==> src/rtl/sifh_pkg.sv <==
// Shared types and defaults for the SiFH acquisition front end.
// Values mirror parametersSiFH.vh so all blocks agree on widths.
package sifh_pkg;

    localparam int NP         = 10;
    localparam int PIXEL_NUM  = 6;
    localparam int ACQ_NUM    = 4;
    localparam int GAP_CYCLES = 4;

    localparam logic [NP-1:0] NO_HIT_CODE = {NP{1'b1}};

    typedef logic [NP-1:0] ts_t;

    typedef enum logic [2:0] {
        IDLE,
        WAIT_CAP,
        SHIFT,
        GAP,
        DONE
    } seq_state_e;

endpackage

==> src/rtl/tdc_snapshot_reg.sv <==
// Pixel-parallel TDC capture register with an indexed read port.
// The read port already applies no-hit substitution and the reserved-code clamp.
module tdc_snapshot_reg #(
    parameter int              NP          = 10,
    parameter int              PIXEL_NUM   = 6,
    parameter int              IDX_W       = 3,
    parameter logic [NP-1:0]   NO_HIT_CODE = {NP{1'b1}}
) (
    input  logic                    clk,
    input  logic                    res,
    input  logic                    load,
    input  logic [PIXEL_NUM*NP-1:0] cap_data,
    input  logic [PIXEL_NUM-1:0]    cap_hit,
    input  logic [IDX_W-1:0]        rd_idx,
    output logic [NP-1:0]           rd_data
);

    logic [PIXEL_NUM-1:0][NP-1:0] ts_q;
    logic [PIXEL_NUM-1:0]         hit_q;
    logic [PIXEL_NUM-1:0][NP-1:0] word;

    always_ff @(posedge clk or negedge res) begin
        if (!res) begin
            ts_q  <= '0;
            hit_q <= '0;
        end else if (load) begin
            ts_q  <= cap_data;
            hit_q <= cap_hit;
        end
    end

    // A real hit must never alias the no-hit code downstream, so it is pulled one below.
    for (genvar p = 0; p < PIXEL_NUM; p++) begin : g_pix
        assign word[p] = !hit_q[p]                ? NO_HIT_CODE :
                         (ts_q[p] == NO_HIT_CODE) ? NO_HIT_CODE - NP'(1) :
                                                    ts_q[p];
    end

    always_comb begin
        rd_data = '0;
        for (int i = 0; i < PIXEL_NUM; i++) begin
            if (rd_idx == IDX_W'(i)) rd_data = word[i];
        end
    end

endmodule

==> src/rtl/tdc_frame_sequencer.sv <==
// Captures one TDC snapshot per laser shot and streams it pixel by pixel to the
// histogram builder, sequencing ACQ_NUM acquisitions per frame with idle gaps.
module tdc_frame_sequencer
    import sifh_pkg::*;
#(
    parameter int            NP          = sifh_pkg::NP,
    parameter int            PIXEL_NUM   = sifh_pkg::PIXEL_NUM,
    parameter int            ACQ_NUM     = sifh_pkg::ACQ_NUM,
    parameter int            GAP_CYCLES  = sifh_pkg::GAP_CYCLES,
    parameter logic [NP-1:0] NO_HIT_CODE = {NP{1'b1}},
    localparam int           ACQ_W       = (ACQ_NUM > 1) ? $clog2(ACQ_NUM) : 1
) (
    input  logic                    clk,
    input  logic                    res,
    input  logic                    frameStart,
    input  logic                    capValid,
    output logic                    capReady,
    input  logic [PIXEL_NUM*NP-1:0] capData,
    input  logic [PIXEL_NUM-1:0]    capHit,
    output logic                    wrEn,
    output logic [NP-1:0]           data,
    output logic [ACQ_W-1:0]        acqIdx,
    output logic                    busy,
    output logic                    frameDone,
    output logic                    overflow
);

    localparam int PIX_W = (PIXEL_NUM > 1) ? $clog2(PIXEL_NUM) : 1;
    localparam int GAP_W = $clog2(GAP_CYCLES + 1);

    seq_state_e       state_q, state_d;
    logic [PIX_W-1:0] pix_q;
    logic [GAP_W-1:0] gap_q;
    logic [ACQ_W-1:0] acq_q;
    logic             last_pix, last_gap, last_acq;
    logic             load, stream;
    logic [NP-1:0]    rd_word;

    assign last_pix = (pix_q == PIX_W'(PIXEL_NUM - 1));
    assign last_gap = (gap_q == GAP_W'(GAP_CYCLES - 1));
    assign last_acq = (acq_q == ACQ_W'(ACQ_NUM - 1));

    assign capReady = (state_q == WAIT_CAP);
    // A restart in the same cycle as a capture takes priority; the shot is simply lost.
    assign load     = capReady && capValid && !frameStart;
    assign stream   = (state_q == SHIFT) && !frameStart;
    assign acqIdx   = acq_q;

    tdc_snapshot_reg #(
        .NP          (NP),
        .PIXEL_NUM   (PIXEL_NUM),
        .IDX_W       (PIX_W),
        .NO_HIT_CODE (NO_HIT_CODE)
    ) u_snap (
        .clk      (clk),
        .res      (res),
        .load     (load),
        .cap_data (capData),
        .cap_hit  (capHit),
        .rd_idx   (pix_q),
        .rd_data  (rd_word)
    );

    always_comb begin
        state_d = state_q;
        if (frameStart) begin
            state_d = WAIT_CAP;
        end else begin
            case (state_q)
                IDLE:     state_d = IDLE;
                WAIT_CAP: if (capValid) state_d = SHIFT;
                SHIFT:    if (last_pix) state_d = last_acq ? DONE : GAP;
                GAP:      if (last_gap) state_d = WAIT_CAP;
                DONE:     state_d = IDLE;
                default:  state_d = IDLE;
            endcase
        end
    end

    always_ff @(posedge clk or negedge res) begin
        if (!res) begin
            state_q   <= IDLE;
            pix_q     <= '0;
            gap_q     <= '0;
            acq_q     <= '0;
            wrEn      <= 1'b0;
            data      <= '0;
            busy      <= 1'b0;
            frameDone <= 1'b0;
            overflow  <= 1'b0;
        end else begin
            state_q <= state_d;

            if (state_d == SHIFT && state_q != SHIFT)  pix_q <= '0;
            else if (state_q == SHIFT && !last_pix)    pix_q <= pix_q + 1'b1;

            if (state_d == GAP && state_q != GAP)      gap_q <= '0;
            else if (state_q == GAP && !last_gap)      gap_q <= gap_q + 1'b1;

            if (frameStart)                                  acq_q <= '0;
            else if (state_q == SHIFT && state_d == GAP)     acq_q <= acq_q + 1'b1;

            // Stream stage sits one register behind the state, giving the one-edge handshake latency.
            wrEn      <= stream;
            data      <= stream ? rd_word : '0;
            busy      <= (state_d != IDLE);
            frameDone <= (state_q == DONE) && !frameStart;

            if (frameStart)
                overflow <= 1'b0;
            else if (capValid && (state_q == SHIFT || state_q == GAP || state_q == DONE))
                overflow <= 1'b1;
        end
    end

endmodule
==> config.mk <==
export PLATFORM = sky130hd
export DESIGN_NAME = tdc_frame_sequencer
export DESIGN_NICKNAME = d
export VERILOG_FILES = /design/src/rtl/sifh_pkg.sv /design/src/rtl/tdc_snapshot_reg.sv /design/src/rtl/tdc_frame_sequencer.sv
export SDC_FILE = /design/constraint.sdc
export NUM_CORES = 1
export LEC_CHECK = 0
export CAP_MARGIN = 15
export CORE_UTILIZATION = 52
export CTS_CLUSTER_SIZE = 40
export DETAILED_ROUTE_END_ITERATION = 10
export PLACE_DENSITY_LB_ADDON = 0.1
export SLEW_MARGIN = 30
export SYNTH_ARGS = -nofsm -noshare
export SYNTH_HDL_FRONTEND = slang
export SYNTH_SLANG_ARGS = --single-unit
==> constraint.sdc <==
create_clock -name clk -period 2.4 [get_ports clk]
set_input_delay 0.48 -clock clk [delete_from_list [all_inputs] [get_ports clk]]
set_output_delay 0.48 -clock clk [all_outputs]
set_load 0.02 [all_outputs]
==> run_results.csv, run 1 <==
group,metric,value,unit
cts,cts_resized,0,
setup_path,cp-start-kind,"flip-flop",
flow_run,max_cap_violations,0,
die,die_width,93.59,um
power_and_ir_drop,combPwrFrac,29.4,%
setup_path,worstPathArrival,1.71,ns
timing,fmax,0.4572,GHz
setup_path,reg2reg_to,"data[0]",
power_and_ir_drop,ir_drop,0.5178,mV
drt,drt_iter0_drc,214,
global_routing,track_usage,23.91,%
timing,relSlewSlack,65.07,%
setup_path,cp_max_fo,7,
synthesis,yosysUniqueCellTypes,40,
power_and_ir_drop,internal_power,3.093,mW
cts,numCtsBuffers,9,
timing,finalCritPeriodShare,91.13,%
cts,clock_latency,0.37,ns
drt,firstDrtPassIters,5,
synthesis,synth_edf_count,0,
power_and_ir_drop,power_frac_seq,48.5,%
cts,cts_sinks,91,
global_routing,grt_max_degree,70,
setup_path,r2r.worst_path.cells,7,
cts,cts_setup_buffers,0,
setup_path,rr_startpoint,"pix_q[1]",
die,die-area,8758,um2
cts,clk_pin_slew,0.09,ns
setup_path,worst-path-buf-inv,1,
global_routing,overflow,0,
cts,clockRootBuffer,"clkbuf_8",
cells_and_area,drive_gt1_share,21.28,%
synthesis,ys_seq_area_share,52.21,%
power_and_ir_drop,cellLeakagePower,2.276,nW
synthesis,synthFlopType,"dfrtp_1",
synthesis,synth_nets,456,
synthesis,synth.top_cell.area_share,52.21,%
cts,holdBufCountCts,0,
cts,cts_tree,"built",
setup_path,crit_chain,"nand2b_1 -> nor2_1 -> clkdlybuf4s50_1",
setup_path,path_delay_family,"buffers and inverters",
die,coreArea,8175,um2
setup_path,crit_type,"reg2out",
power_and_ir_drop,p_per_area,834.2,nW/um2
cts,clockBufferDepth,2,
synthesis,synth.area.top_cells,"dfrtp_1 52%, mux2_2 15%, o21ai_0 4.1%",
timing,finalMaxSlewViolations,0,
global_routing,antenna_found_initial,0,
synthesis,synthArstFlopShare,100.0,%
drt,drt-vias-per-instance,5.713,
synthesis,netlist_instances,378,
cells_and_area,fin_area,5535,um2
setup_path,critPathMaxStageDelay,0.60,ns
timing,hold_violations,0,
synthesis,yosys_warnings,0,
setup_path,crit_slowest_cell,"clkdlybuf4s50_1",
setup_path,end_kind,"output pin",
placed_design,io_buffers,86,
power_and_ir_drop,switching_share,33.01,%
die,rows,33,
placed_design,gp_congestion,0.8878,
cts,cts-htree-levels,3,
die,io_pins,87,
min_path,worstHoldPathType,"in2async",
placed_design,dpl_cell_area,5341,um2
global_routing,grt_pass1_vias,3257,
drt,wl_per_cell,17.14,um
cells_and_area,multi_input_area,1952,um2
timing,period_minus_slack,2.187,ns
cells_and_area,synthToLayoutAreaGrowth,26.91,%
timing,worst_clock_skew,0.008138,ns
setup_path,worstPathRequired,1.92,ns
drt,wl,9853,um
drt,via_count,3285,
die,die_h,93.59,um
timing,final.setup.tns,0,ns
setup_path,rrSetupSlack,0.30,ns
cells_and_area,fillers,669,
cells_and_area,regArea,2277,um2
die,start_util,53.35,%
timing,worst_slew_pin_slew,0.5240,ns
cells_and_area,diodes,0,
outcome,outcome,"finished, final reports clean",
cells_and_area,fin_nets,543,
global_routing,grt_pass1_wl,15860,um
synthesis,ys_ff_latch,91,
power_and_ir_drop,p_total,4.617,mW
synthesis,syn_area,4362,um2
drt,ant_nets,0,
power_and_ir_drop,clock_power_share,22.1,%
power_and_ir_drop,p_sw,1.524,mW
timing,finalSetupViolCount,0,
timing,setup_ws,0.2128,ns
drt,drc,0,
placed_design,pre_cts_slack,0.1481,ns
synthesis,avgSynthCellArea,11.54,um2
placed_design,hpwl,7141,um
timing,rsz0062_at_grt,"false",
synthesis,yosysTopAreaCell,"dfrtp_1",
## flip-flops by register name (all words and copies together) (netlist names), 2 cells and up
| signal | flops |
|---|---|
| pix_q | 3 |
| u_snap.hit_q | 6 |
| acqIdx | 2 |
| data | 10 |
| u_snap.ts_q | 60 |
| gap_q | 3 |
| state_q | 3 |
## layout by cell type (no fill, tap or decap), drive strengths merged, types with 2 or more instances in the layout
master,synthesis,routed
o221a,3,3
o21ai,37,37
nand4,8,8
o22a,4,4
o221ai,5,5
o22ai,7,7
inv,8,8
nand2b,10,10
buf,13,9
nand2,14,14
ha,8,8
a221o,3,3
clkinvlp,0,3
nand3,10,10
nor2b,6,6
mux2i,2,2
dfrtp,91,91
a21oi,20,20
or3b,2,2
or3,2,2
clkdlybuf4s50,0,85
clkbuf,5,10
nor2,29,29
nor3,5,5
nor4,5,5
clkinv,2,4
a221oi,2,2
nand3b,2,2
mux2,67,67
## per-layer routing
layer  global-route usage [%]  vias up  wire (um)  part of all wire [%]
met5                        0        -          0                     0
li1                         -     1554          -                     -
met2                    37.99      111       4614                    47
met1                    32.85     1602       4542                    46
met3                    5.772       18        516                   5.2
met4                    6.538        0        180                   1.8
## cell families after synthesis
group	count (synthesis)	share of synthesized area [%]
flip-flops	91	52.21
AND/OR/NAND/NOR	95	11.56
multiplexers	69	18.45
XOR/XNOR	1	0.2008
adder cells (fa/ha/maj)	8	2.295
buffers and inverters	28	3.069
AO/OA/AOI/OAI	86	12.22
## cells in the mapped netlist (6+ instances only)
cell type  count
dfrtp_1       91
mux2_2        59
o21ai_0       36
nor2_1        29
a21oi_1       20
nand2_1       14
buf_2         11
nand2b_1      10
nand3_1       10
ha_1           8
inv_1          8
mux2_4         8
nand4_1        8
o22ai_1        7
nor2b_1        6
## through the flow
step                      util (%)  hold slack, ns  cells
after floorplan                  -          0.1844    378
after global placement       65.34          0.4775    559
after detailed placement     65.34          0.4843    559
after CTS                    67.71         0.09381    575
after global routing         67.71          0.1103    575
final                        67.71         0.08022    575
## power groups by stage
stage,Clock [mW],Combinational [mW],Sequential (mW)
6_report,1.02,1.36,2.24
5_1_grt,1.12,1.50,2.28
4_1_cts,1.04,1.35,2.23
3_5_place_dp,0,1.34,2.26
3_3_place_gp,0,1.29,2.24
2_1_floorplan,0,0.926,2.14
## layout make-up
| type | count | share of cell area, % |
|---|---|---|
| Sequential cell | 91 | 41.14 |
| Clock inverter | 6 | 1.198 |
| Tap cell | 105 | 2.373 |
| Clock buffer | 10 | 2.306 |
| Inverter | 10 | 0.6781 |
| Timing Repair Buffer | 94 | 17.04 |
| Multi-Input combinational cell | 259 | 35.26 |
## worst max-delay path by stage
stage,depth (start not counted),start,end
floorplan,8,pix_q[2],data[0]
global placement,5,capValid,u_snap.ts_q[55]
detailed placement,5,capValid,u_snap.ts_q[56]
CTS,3,state_q[2],capReady
global route,3,state_q[2],capReady
finish,3,state_q[2],capReady
## worst register-to-register path, cell delays in order, from the launching register on
cell      delay, ns
dfrtp_1        0.42
inv_1          0.09
ha_1           0.26
clkinv_1       0.28
nand4_1        0.29
nor4_1         0.10
nor4_1         0.34
and4b_1        0.24
Note: power is estimated with default switching activity, not from simulation.
==> inputs of run 2 (changes only) <==
--- a/config.mk
+++ b/config.mk
@@ -5,7 +5,7 @@
 export SDC_FILE = /design/constraint.sdc
 export NUM_CORES = 1
 export LEC_CHECK = 0
-export CAP_MARGIN = 15
+export CORE_MARGIN = 3
 export CORE_UTILIZATION = 52
 export CTS_CLUSTER_SIZE = 40
 export DETAILED_ROUTE_END_ITERATION = 10
==> constraint.sdc (replaced) <==
create_clock -name clk -period 2.1 [get_ports clk]
set_input_delay 0.42 -clock clk [delete_from_list [all_inputs] [get_ports clk]]
set_output_delay 0.42 -clock clk [all_outputs]
set_load 0.02 [all_outputs]
==> run 2 against run 1 <==
  * Total power up 12%
  * Largest power group unchanged
  * Sequential share of layout area down 0.28 points
  * Die area up 8.7%
  * Global-route usage down 2.1 points
  * Flip-flop and latch count unchanged
  * Critical endpoint is now data[0]
  * Combinational power up 16%
  * Cell count up 1.0%
  * Worst hold slack worse by 0.014 ns
  * Clock-buffer cell count unchanged
==> run_results.csv, run 2 (same netlist as run 1, synthesis figures left out) <==
group,metric,value,unit
outcome,outcome,"finished, final reports clean",
die,io_pins,87,
global_routing,antenna_found_initial,0,
die,rows,32,
min_path,worstHoldPathType,"in2async",
setup_path,critPathMaxStageDelay,0.45,ns
placed_design,gp_congestion,0.8885,
global_routing,grt_pass1_wl,16690,um
setup_path,end_kind,"flip-flop",
cells_and_area,mostFrequentLayoutCells,"90 x dfrtp_1, 84 x clkdlybuf4s50_1, 59 x mux2_2",
power_and_ir_drop,p_per_area,929.5,nW/um2
timing,worst_slew_pin_slew,0.4796,ns
global_routing,grt_pass1_vias,3368,
timing,fmax,0.5141,GHz
power_and_ir_drop,cellLeakagePower,2.305,nW
setup_path,crit_chain,"or3b_4 -> nor2_1 -> o21ai_0 -> nor4_1 -> and4b_1",
die,die_h,97.59,um
drt,ant_nets,0,
die,start_util,55.02,%
setup_path,crit_type,"reg2reg",
timing,finalCritPeriodShare,92.63,%
timing,finalSetupViolCount,0,
global_routing,overflow,0,
global_routing,track_usage,21.83,%
cts,clk_pin_slew,0.09,ns
drt,wl_per_cell,17.06,um
setup_path,crit_slowest_cell,"dfrtp_1",
timing,worst_clock_skew,0.01067,ns
cells_and_area,drive_gt1_share,23.17,%
cells_and_area,largest_reg_flops,60,
timing,rsz0062_at_grt,"false",
global_routing,grt_max_degree,92,
power_and_ir_drop,ir_drop,0.5156,mV
flow_run,max_cap_violations,0,
timing,period_minus_slack,1.945,ns
timing,relSlewSlack,68.03,%
placed_design,hpwl,7263,um
setup_path,cp_max_fo,7,
drt,wl,9912,um
cts,cts_sinks,91,
cts,cts_setup_buffers,0,
cts,numCtsBuffers,9,
timing,final.setup.tns,0,ns
cells_and_area,synthToLayoutAreaGrowth,27.85,%
die,coreArea,7928,um2
cts,clockBufferDepth,2,
cells_and_area,largest_registers,"u_snap.ts_q x60, data x10, u_snap.hit_q x6",
drt,drt-vias-per-instance,5.621,
power_and_ir_drop,p_total,5.184,mW
cells_and_area,fillers,633,
drt,via_count,3266,
cells_and_area,regMostFlops,"u_snap.ts_q",
cells_and_area,layout_commonest_cell,"dfrtp_1",
timing,hold_violations,0,
timing,finalMaxSlewViolations,0,
cells_and_area,diodes,0,
setup_path,worstPathArrival,2.24,ns
setup_path,cp-start-kind,"flip-flop",
drt,drc,0,
cells_and_area,fin_nets,552,
setup_path,worstPathRequired,2.40,ns
cts,clock_latency,0.36,ns
cts,cts-htree-levels,3,
cts,cts_tree,"built",
cts,clockRootBuffer,"clkbuf_8",
placed_design,io_buffers,86,
drt,drt_iter0_drc,210,
die,die-area,9523,um2
die,die_width,97.59,um
drt,firstDrtPassIters,4,
-- run 2: worst max-delay path: cells and delay by family (launching register included) --
kind / cells / cell delay, ns
DFF: 1 / 0.45
AOI/OAI and AO/OA: 1 / 0.15
and+or+nand+nor: 4 / 1.27
-- run 2: timing repair --
item / in CTS / in global routing
hold buffers: 0 / 0
setup endpoints to repair: 1 / 2
resized for setup: 1 / 2
cloned: 0 / 0
-- run 2: final cells by class --
| cell class | instances | area, um2 | share of cell area, % |
|---|---|---|---|
| sequential | 91 | 2278 | 40.86 |
| multi-input combinational | 259 | 1954 | 35.05 |
| timing repair buffer | 103 | 1010 | 18.11 |
| clock buffer | 10 | 127.6 | 2.289 |
| tap | 102 | 127.6 | 2.289 |
| clock inverter | 6 | 41.29 | 0.7404 |
| inverter | 10 | 37.54 | 0.6731 |
-- run 2: routing by layer --
layer,routed length [um],part of all wire (%),up-vias,global-route usage [%]
li1,-,-,1572,-
met1,4514,46,1582,30.55
met2,4661,47,102,34.74
met3,635,6.4,10,5.169
met4,101,1.0,0,5.005
met5,0,0,-,0
-- run 2: final timing paths --
check	from	end	slack [ns]	depth (start not counted)
max in group asynchronous	res	pix_q[2]	1.62	2
worst min-delay path	res	u_snap.ts_q[37]	0.07	2
worst max-delay path	state_q[2]	data[0]	0.15	5
worst max register to register	state_q[2]	data[0]	0.15	5
worst min register to register	u_snap.hit_q[2]	u_snap.hit_q[2]	0.51	1
min in group clk	u_snap.hit_q[2]	u_snap.hit_q[2]	0.51	1
-- run 2: metrics by stage --
step / cells / util [%] / setup WS [ns] / cell area, um2 / hold slack [ns]
6_report: 581 / 70.34 / 0.1548 / 5577 / 0.06577
3_5_place_dp: 565 / 68.18 / -0.07420 / 5405 / 0.4953
4_1_cts: 581 / 70.30 / 0.09920 / 5573 / 0.1034
3_3_place_gp: 565 / 68.18 / -0.04211 / 5405 / 0.4862
5_1_grt: 581 / 70.34 / 0.02496 / 5577 / 0.1193
2_1_floorplan: 378 / - / 0.1826 / 4362 / 0.1244
-- run 2: report_power, final --
group / total, mW / switching [mW] / internal, mW
sequential: 2.56 / 0.394 / 2.17
combinational: 1.58 / 0.723 / 0.853
clock: 1.04 / 0.614 / 0.430
total: 5.18 / 1.73 / 3.45
